## src/rtl/inst_encoder_loader_pkg.sv

```systemverilog
// Shared constants for the RV32 instruction encoder/loader: mnemonic codes,
// base opcodes, funct fields and the loader state encoding.
package inst_encoder_loader_pkg;

    localparam logic [3:0] OP_ADD  = 4'd0;
    localparam logic [3:0] OP_SUB  = 4'd1;
    localparam logic [3:0] OP_AND  = 4'd2;
    localparam logic [3:0] OP_OR   = 4'd3;
    localparam logic [3:0] OP_ADDI = 4'd4;
    localparam logic [3:0] OP_ANDI = 4'd5;
    localparam logic [3:0] OP_ORI  = 4'd6;
    localparam logic [3:0] OP_LW   = 4'd7;
    localparam logic [3:0] OP_SW   = 4'd8;
    localparam logic [3:0] OP_BEQ  = 4'd9;

    localparam logic [6:0] OPC_R      = 7'b0110011;
    localparam logic [6:0] OPC_IALU   = 7'b0010011;
    localparam logic [6:0] OPC_LOAD   = 7'b0000011;
    localparam logic [6:0] OPC_STORE  = 7'b0100011;
    localparam logic [6:0] OPC_BRANCH = 7'b1100011;

    localparam logic [2:0] F3_ADD = 3'b000;
    localparam logic [2:0] F3_AND = 3'b111;
    localparam logic [2:0] F3_OR  = 3'b110;
    localparam logic [2:0] F3_LW  = 3'b010;
    localparam logic [2:0] F3_SW  = 3'b010;
    localparam logic [2:0] F3_BEQ = 3'b000;

    localparam logic [6:0] F7_BASE = 7'b0000000;
    localparam logic [6:0] F7_SUB  = 7'b0100000;

    typedef enum logic [1:0] {
        ST_IDLE,
        ST_RUN,
        ST_DRAIN,
        ST_DONE
    } state_t;

    // A 13-bit value fits a 12-bit signed field when its top two bits agree.
    function automatic logic fits_imm12(input logic signed [12:0] imm);
        return imm[12] == imm[11];
    endfunction

endpackage

```

## src/rtl/inst_encoder_loader_pack.sv

```systemverilog
// Combinational packer: one decoded record in, one RV32 machine word out,
// plus a flag for records that have no legal encoding.
module inst_pack
    import inst_encoder_loader_pkg::*;
(
    input  logic        [3:0]  op,
    input  logic        [4:0]  rd,
    input  logic        [4:0]  rs1,
    input  logic        [4:0]  rs2,
    input  logic signed [12:0] imm,
    output logic        [31:0] inst,
    output logic               illegal
);

    always_comb begin
        inst    = '0;
        illegal = 1'b0;
        case (op)
            OP_ADD:  inst = {F7_BASE, rs2, rs1, F3_ADD, rd, OPC_R};
            OP_SUB:  inst = {F7_SUB,  rs2, rs1, F3_ADD, rd, OPC_R};
            OP_AND:  inst = {F7_BASE, rs2, rs1, F3_AND, rd, OPC_R};
            OP_OR:   inst = {F7_BASE, rs2, rs1, F3_OR,  rd, OPC_R};
            OP_ADDI: begin
                inst    = {imm[11:0], rs1, F3_ADD, rd, OPC_IALU};
                illegal = !fits_imm12(imm);
            end
            OP_ANDI: begin
                inst    = {imm[11:0], rs1, F3_AND, rd, OPC_IALU};
                illegal = !fits_imm12(imm);
            end
            OP_ORI: begin
                inst    = {imm[11:0], rs1, F3_OR, rd, OPC_IALU};
                illegal = !fits_imm12(imm);
            end
            OP_LW: begin
                inst    = {imm[11:0], rs1, F3_LW, rd, OPC_LOAD};
                illegal = !fits_imm12(imm);
            end
            OP_SW: begin
                inst    = {imm[11:5], rs2, rs1, F3_SW, imm[4:0], OPC_STORE};
                illegal = !fits_imm12(imm);
            end
            OP_BEQ: begin
                // Branch targets are halfword aligned, so imm[0] is not encoded.
                inst    = {imm[12], imm[10:5], rs2, rs1, F3_BEQ, imm[4:1], imm[11], OPC_BRANCH};
                illegal = imm[0];
            end
            default: illegal = 1'b1;
        endcase
    end

endmodule

```

## src/rtl/inst_encoder_loader.sv

```systemverilog
// Streaming loader: packs decoded records into RV32 words and presents them
// with an auto-incrementing word address to the instruction-memory writer.
module inst_encoder_loader
    import inst_encoder_loader_pkg::*;
#(
    parameter int          ADDR_W    = 8,
    parameter int unsigned BASE_ADDR = 0
) (
    input  logic               clk,
    input  logic               rst,
    input  logic               start,
    input  logic               in_valid,
    output logic               in_ready,
    input  logic        [3:0]  in_op,
    input  logic        [4:0]  in_rd,
    input  logic        [4:0]  in_rs1,
    input  logic        [4:0]  in_rs2,
    input  logic signed [12:0] in_imm,
    input  logic               in_last,
    output logic               out_valid,
    input  logic               out_ready,
    output logic        [31:0] out_inst,
    output logic [ADDR_W-1:0]  out_addr,
    output logic               err,
    output logic               done
);

    localparam logic [ADDR_W-1:0] BASE     = ADDR_W'(BASE_ADDR);
    localparam logic [ADDR_W-1:0] ADDR_MAX = '1;

    state_t      state;
    logic [31:0] pack_inst_p0;
    logic        pack_illegal_p0;
    logic        last_p1;
    logic        accept;
    logic        out_fire;

    inst_pack u_pack (
        .op      (in_op),
        .rd      (in_rd),
        .rs1     (in_rs1),
        .rs2     (in_rs2),
        .imm     (in_imm),
        .inst    (pack_inst_p0),
        .illegal (pack_illegal_p0)
    );

    assign in_ready = (state == ST_RUN) && (!out_valid || out_ready);
    assign accept   = in_valid && in_ready;
    assign out_fire = out_valid && out_ready;

    // p0 -> p1: packed word lands in the single output register
    always_ff @(posedge clk) begin
        if (rst) begin
            state     <= ST_IDLE;
            out_valid <= 1'b0;
            out_inst  <= '0;
            out_addr  <= BASE;
            last_p1   <= 1'b0;
            err       <= 1'b0;
            done      <= 1'b0;
        end else begin
            if (out_fire) begin
                out_valid <= 1'b0;
                out_addr  <= out_addr + ADDR_W'(1);
                if (out_addr == ADDR_MAX && !last_p1)
                    err <= 1'b1;
            end

            if (accept) begin
                if (pack_illegal_p0) begin
                    err <= 1'b1;
                end else begin
                    out_valid <= 1'b1;
                    out_inst  <= pack_inst_p0;
                    last_p1   <= in_last;
                end
            end

            case (state)
                ST_IDLE, ST_DONE: begin
                    if (start) begin
                        state    <= ST_RUN;
                        out_addr <= BASE;
                        err      <= 1'b0;
                        done     <= 1'b0;
                    end
                end
                ST_RUN: begin
                    if (accept && in_last)
                        state <= ST_DRAIN;
                end
                ST_DRAIN: begin
                    if (!out_valid) begin
                        state <= ST_DONE;
                        done  <= 1'b1;
                    end
                end
                default: state <= ST_IDLE;
            endcase
        end
    end

endmodule

```

## config.mk

```make
export PLATFORM = sky130hd
export DESIGN_NAME = inst_encoder_loader
export DESIGN_NICKNAME = d
export VERILOG_FILES = /design/src/rtl/inst_encoder_loader_pkg.sv /design/src/rtl/inst_encoder_loader_pack.sv /design/src/rtl/inst_encoder_loader.sv
export SDC_FILE = /design/constraint.sdc
export NUM_CORES = 1
export LEC_CHECK = 0
export CORE_MARGIN = 2
export CORE_UTILIZATION = 40
export CTS_CLUSTER_DIAMETER = 100
export DETAILED_ROUTE_END_ITERATION = 6
export PLACE_DENSITY = 0.76
export SLEW_MARGIN = 40
export SYNTH_ARGS = -nofsm -noshare
export SYNTH_HDL_FRONTEND = slang
export SYNTH_SLANG_ARGS = --single-unit
```

## constraint.sdc

```tcl
create_clock -name clk -period 1.6 [get_ports clk]
set_clock_uncertainty 0.05 [all_clocks]
set_input_delay 0.32 -clock clk [delete_from_list [all_inputs] [get_ports clk]]
set_output_delay 0.32 -clock clk [all_outputs]
set_load 0.1 [all_outputs]
```

# Word level (Yosys, flattened, before mapping)
# Index checks and enable logic that the tools add are counted.
# W data, S select, Z words.
# classes
n_mux	21
eq_ne	17
addsub	1
bitwise_logic	1
n_reduce_logical	18
# ops
operator	n
$pmux W32 S10	1
$mux W8	3
$eq A4 B3 Y1 const B	4
$mux W1	11
$add A8 B1 Y8 const B	1
$eq A4 B2 Y1 const B	2
$eq A4 B4 Y1 const B	2
$eq A8 B8 Y1 const B	1
$mux W2	3
$pmux W2 S3	1
$reduce_and A3 Y1	2
$logic_and A1 B1 Y1	5
$reduce_or A5 Y1	1
$eq A2 B2 Y1 const B	2
$eq A4 B1 Y1 const B	1
$logic_not A4 Y1	1
$ne A2 B2 Y1 const B	2
$reduce_or A4 Y1	1
$logic_not A1 Y1	3
$pmux W1 S3	1
$eq A2 B1 Y1 const B	1
$logic_not A2 Y1	1
$ne A2 B1 Y1 const B	1
$pmux W1 S2	1
other kinds (6)	6
# totals
wordCells	65
regBits	46
inputBits	38

# Logic depth before layout (Yosys ltp)
# logic_depth
word_depth	8
depth_mapped	7
ltp_nobuf	6

# Hierarchy
# Synthesis repeated with hierarchy kept, for this count alone.
# hier_totals
cells_unflattened	293
area_unflattened_um2	2301.0
# by_module_without_submodules
module	cells_per_inst	seq_area_each_um2	instances	area_each_um2
inst_encoder_loader	215	920.9	1	1826.8
inst_pack	78	0.0	1	474.2

# Least setup slack after synthesis
# OpenSTA, ideal clock, no wires.
# synth_timing
kind	register -> output
startpoint	reg out_valid
endpoint	out in_ready
path_stages_with_launch	3
setup_slack_ns	-0.552
arrival_time_ns	1.782
t_required_ns	1.230
path_cell_list	dfxtp_1 nand2b_1 and2_1
# synth_between
elab_chain_cells	3
# synth_rtl
element	line_no	rtl
start: declaration	inst_encoder_loader.sv:20	output logic out_valid,
start signal: assignment	inst_encoder_loader.sv:56	out_valid <= 1'b0;
start signal: assignment	inst_encoder_loader.sv:64	out_valid <= 1'b0;
start signal: assignment	inst_encoder_loader.sv:74	out_valid <= 1'b1;
$logic_not A1 Y1	--	
$logic_or A1 B1 Y1	inst_encoder_loader.sv:48	assign in_ready = (state == ST_RUN) && (!out_valid || out_ready);
$logic_and A1 B1 Y1	inst_encoder_loader.sv:48	
end: declaration	inst_encoder_loader.sv:13	output logic in_ready,
# No other way between the ends.

# Worst setup path after layout
# layout_timing
startpoint	reg state[1]
endpoint	reg state[0]
# layout_between
elab_chain_cells	6
# layout_rtl
element	line_no	rtl
start: declaration	inst_encoder_loader.sv:31	state_t state;
start signal: assignment	inst_encoder_loader.sv:55	state <= ST_IDLE;
start signal: assignment	inst_encoder_loader.sv:83	state <= ST_RUN;
start signal: assignment	inst_encoder_loader.sv:91	state <= ST_DRAIN;
$eq A2 B1 Y1	inst_encoder_loader.sv:48, inst_encoder_loader.sv:80	
$logic_and A1 B1 Y1	inst_encoder_loader.sv:48	
$logic_and A1 B1 Y1	inst_encoder_loader.sv:49	assign accept = in_valid && in_ready;
$logic_and A1 B1 Y1	inst_encoder_loader.sv:90	if (accept && in_last)
$ne A2 B1 Y1 (no line)	--	
$reduce_and A3 Y1 (no line)	--	
# Parallel ways exist; a longest one is shown, timed or not.
# A chain may end at the register's enable or synchronous reset.

==> flow_metrics.env <==
export IMPL_clkPwrFrac_pct=17.9
export IMPL_clk_root_buffer_cell="sky130_fd_sc_hd__clkbuf_8"
export IMPL_p_leak_nw=1.57
export IMPL_criticalPathCategory="flop to flop"
export IMPL_place_congestion=0.871
export IMPL_switching_share_pct=40.7
export IMPL_drc_errors=0
export IMPL_ff2ff_path_depth=6
export IMPL_synth_yosys_warnings=0
export IMPL_htree_num_levels=2
export IMPL_syn_cell_area_sq_um=2260
export IMPL_timing_critical_path_fanout_max=4
export IMPL_violations="negative setup slack"
export IMPL_tritoncts_num_buffers=5
export IMPL_dp_hpwl_mm=4.97
export IMPL_io_buffers=79
export IMPL_netSwitchingPower_mw=1.74
export IMPL_cp_data_required_time_ns=1.77
export IMPL_timing_hold_worst_path_depth=2
export IMPL_timing_hold_worst_class="flop to flop"
export IMPL_pin_count_of_the_biggest_net_entering_global_routing=15
export IMPL_worst_ep_arrival_time_ns=1.80
export IMPL_final_cell_count_no_fill=442
export IMPL_start_kind="flop"
export IMPL_initial_utilization_pct=41.3
export IMPL_adder_cell_fraction_of_synth_area_pct=2.21
export IMPL_setup_viol=1
export IMPL_synth_compound_area_share_pct=20.9
export IMPL_netlist_top_cells_count="43 x sky130_fd_sc_hd__dfxtp_1, 23 x sky130_fd_sc_hd__a21oi_1, 18 x sky130_fd_sc_hd__nand2_1, 14 x sky130_fd_sc_hd__a31oi_1"
export IMPL_maxCapViolations=0
export IMPL_rows=27
export IMPL_worstHoldEndpoint="last_p1$_SDFFE_PP0P_"
export IMPL_clock_sink_count=43
export IMPL_initialDrtViolationCount=73
export IMPL_ir_drop_mv=0.608
export IMPL_cts_hold_buf=0
export IMPL_post_synth_edffs=0
export IMPL_cp_cell_sequence="inv_2, ha_4, nor2b_4, o21a_1, or4_4, a21oi_2"
export IMPL_floorplan_core_area_sq_um=5470
export IMPL_grt_pass1_vias=2358
export IMPL_synthMuxAreaShare_pct=7.86
export IMPL_clock_insertion_delay_worst_skew_ns=0.29
export IMPL_combinationalPowerShare_pct=51.6
export IMPL_viasPerCell=5.40
export IMPL_num_antenna_cells=0
export IMPL_synthDominantAreaCellType="sky130_fd_sc_hd__dfxtp_1"
export IMPL_drt_total_wl_mm=6.70
export IMPL_yosysSeqAreaShare_pct=38.1
export IMPL_max_freq_ghz=0.615
export IMPL_path_clk_slew_ns=0.08
export IMPL_detailedRoute_firstPassIterationCount=4
export IMPL_rsz0062_at_grt="true"
export IMPL_yosysTopAreaCellShare_pct=38.1
export IMPL_grt_overflow_total=0
export IMPL_hold_start="last_p1$_SDFFE_PP0P_"
export IMPL_report_final_slew_viol_count=0
export IMPL_synthCells=259
export IMPL_worst_r2r_setup_slack_ns=-0.02
export IMPL_synth_seq_cells=43
export IMPL_wire_per_inst_um=15.2
export IMPL_final_hold_viol_count=0
export IMPL_cpMaxStageDelayCell="sky130_fd_sc_hd__or4_4"
export IMPL_final_area_sq_um=4070
export IMPL_cts_root_to_sink_buffers=2
export IMPL_synthArstFlopShare_pct=0
export IMPL_worst_r2r_startpoint="state[1]$_SDFFE_PP0P_"
export IMPL_placedInstanceArea_sq_um=3820
export IMPL_period_needed_ns=1.62
export IMPL_synth_simple_area_share_pct=21.1
export IMPL_pin_count=82
export IMPL_synthMostInstantiatedCell="sky130_fd_sc_hd__dfxtp_1"
export IMPL_grt_first_pass_wirelength_mm=11.0
export IMPL_avgSynthCellArea_sq_um=8.73
export IMPL_dominant_combinational_cell_family_by_area_after_synthesis="simple AND/OR/NAND/NOR gates"
export IMPL_critical_path_max_stage_delay_ns=0.51
export IMPL_chipHeight_um=79.2
export IMPL_power_density_cell_area_nw_per_um2=1050
export IMPL_die_area_sq_um=6270
export IMPL_crit_reg2reg_capture="state[0]$_SDFFE_PP0P_"
export IMPL_cp_end_kind="flop"
export IMPL_syn2layout_area_growth_pct=80.0
export IMPL_outcome="finished with violations"
export IMPL_routed_via_count=2386
export IMPL_layout_worst_path_cycle_share_pct=102
export IMPL_synth_distinct_cells=45
export IMPL_nNetsFinal=411
export IMPL_postRouteAntennaNets=0
export IMPL_post_synth_xor_area_fraction_pct=2.71
export IMPL_p_int_mw=2.54
export IMPL_layout_setup_ws_ns=-0.0248
export IMPL_pwr_share_seq_pct=30.6
export IMPL_ys_dominant_reg_cell="sky130_fd_sc_hd__dfxtp_1"
export IMPL_die_w_um=79.2
export IMPL_antenna_found_initial=0
export IMPL_clock_tree_from_tritoncts="built"
export IMPL_grtUsageTotal_pct=21.7
export IMPL_fillerInstances=408
export IMPL_synth_area_leaders="sky130_fd_sc_hd__dfxtp_1 38%, sky130_fd_sc_hd__a21oi_1 5.1%, sky130_fd_sc_hd__mux2i_1 4.9%"
export IMPL_post_place_cells=431
export IMPL_final_layout_size_suffix_gt1_share_pct=38.4
==> state kept, by name, summed over array words and instances (netlist names) <==
signal / cells
out_addr: 8
err: 1
last_p1: 1
out_inst: 29
out_valid: 1
done: 1
state: 2
==> placed cells by master (no fill, tap or decap), types with 2 or more instances in the layout <==
cell and n:
sky130_fd_sc_hd__a21oi_1 21, sky130_fd_sc_hd__and2_4 2, sky130_fd_sc_hd__buf_12 45, sky130_fd_sc_hd__o31ai_1 2, sky130_fd_sc_hd__buf_6 2, sky130_fd_sc_hd__nor2b_4 3, sky130_fd_sc_hd__inv_1 5, sky130_fd_sc_hd__clkdlybuf4s50_1 30
sky130_fd_sc_hd__dfxtp_4 4, sky130_fd_sc_hd__nand2b_1 11, sky130_fd_sc_hd__clkbuf_8 7, sky130_fd_sc_hd__o21a_1 2, sky130_fd_sc_hd__mux2_2 6, sky130_fd_sc_hd__nor2_1 12, sky130_fd_sc_hd__a211o_1 3, sky130_fd_sc_hd__dfxtp_1 31
sky130_fd_sc_hd__nand4_1 10, sky130_fd_sc_hd__mux2i_1 11, sky130_fd_sc_hd__xor2_1 4, sky130_fd_sc_hd__nand2_1 17, sky130_fd_sc_hd__a21oi_2 2, sky130_fd_sc_hd__buf_4 41, sky130_fd_sc_hd__a311oi_1 4, sky130_fd_sc_hd__a211oi_1 9
sky130_fd_sc_hd__dlymetal6s2s_1 2, sky130_fd_sc_hd__nand3_1 8, sky130_fd_sc_hd__conb_1 2, sky130_fd_sc_hd__nor3_1 3, sky130_fd_sc_hd__xnor2_1 2, sky130_fd_sc_hd__dlygate4sd2_1 5, sky130_fd_sc_hd__dfxtp_2 8, sky130_fd_sc_hd__o31ai_2 7
sky130_fd_sc_hd__nor3b_1 5, sky130_fd_sc_hd__a31oi_1 14, sky130_fd_sc_hd__ha_1 2, sky130_fd_sc_hd__o21ai_0 2
==> kinds of logic after synthesis <==
group / after synthesis
other: 1
buffers and inverters: 30
and+or+nand+nor: 85
xor gates and xnor gates: 7
DFF: 43
AOI/OAI and AO/OA: 72
adders and majority gates: 4
muxes: 17
==> through the flow <==
step | util, % | TNS, ns | setup slack, ns | hold WS (ns) | power [mW]
after floorplan | - | 0 | 0.0176 | 0.393 | 2.47
after global placement | 69.8 | -11.51 | -0.352 | 0.404 | 3.26
after detailed placement | 69.8 | -12.89 | -0.414 | 0.419 | 3.30
after CTS | 73.4 | -0.0240 | -0.0240 | 0.430 | 4.19
after global routing | 74.4 | -0.170 | -0.109 | 0.459 | 4.48
final | 74.4 | -0.0248 | -0.0248 | 0.425 | 4.28
==> layer usage <==
metal | track usage (%) | part of all wire, % | vias up
met5 | 0 | 0 | -
met2 | 38.6 | 52 | 91
met4 | 6.55 | 1.4 | 0
met3 | 4.20 | 5.9 | 10
li1 | - | - | 1161
met1 | 26.4 | 41 | 1124
==> worst max-delay path by stage <==
stage | start | to | slack [ns] | depth (start not counted)
2_1_floorplan | state[1]$_SDFFE_PP0P_ | state[0]$_SDFFE_PP0P_ | 0.02 | 6
3_3_place_gp | in_op[2] | out_inst[5]$_SDFFE_PP0P_ | -0.35 | 6
3_5_place_dp | in_op[2] | out_inst[19]$_SDFFE_PP0P_ | -0.41 | 6
4_1_cts | state[1]$_SDFFE_PP0P_ | state[0]$_SDFFE_PP0P_ | -0.02 | 6
5_1_grt | state[1]$_SDFFE_PP0P_ | state[0]$_SDFFE_PP0P_ | -0.11 | 7
6_report | state[1]$_SDFFE_PP0P_ | state[0]$_SDFFE_PP0P_ | -0.02 | 6
==> worst max-delay path: cells and delay by family (launching register included) <==
family                   cells  cell delay (ns)
AO/OA/AOI/OAI                2             0.30
flip-flops                   1             0.35
adder cells (fa/ha/maj)      1             0.16
AND/OR/NAND/NOR              2             0.63
buffers and inverters        1             0.05
==> area by class of cell <==
class / instances / area, sq um / share of cell area [%]
flip-flops and latches: 43 / 886 / 21.8
well taps: 72 / 90.1 / 2.21
inverters: 7 / 26.3 / 0.646
clock buffers: 8 / 100 / 2.46
multi-input cells: 187 / 1370 / 33.6
repair buffers: 125 / 1600 / 39.3
==> power groups by stage <==
stage                     logic, mW  clock network, mW  registers (mW)
after detailed placement       2.00                  0            1.31
after CTS                      2.11              0.780            1.30
after global routing           2.32              0.841            1.32
after global placement         1.95                  0            1.30
final                          2.21              0.765            1.31
after floorplan               0.691                  0            1.78
==> what timing repair did <==
item	in CTS	in global routing
pin swaps	5	4
endpoints found under the setup margin	34	34
gates resized for setup	24	14
buffers inserted	3	0
(Power assumes the default switching activity.)
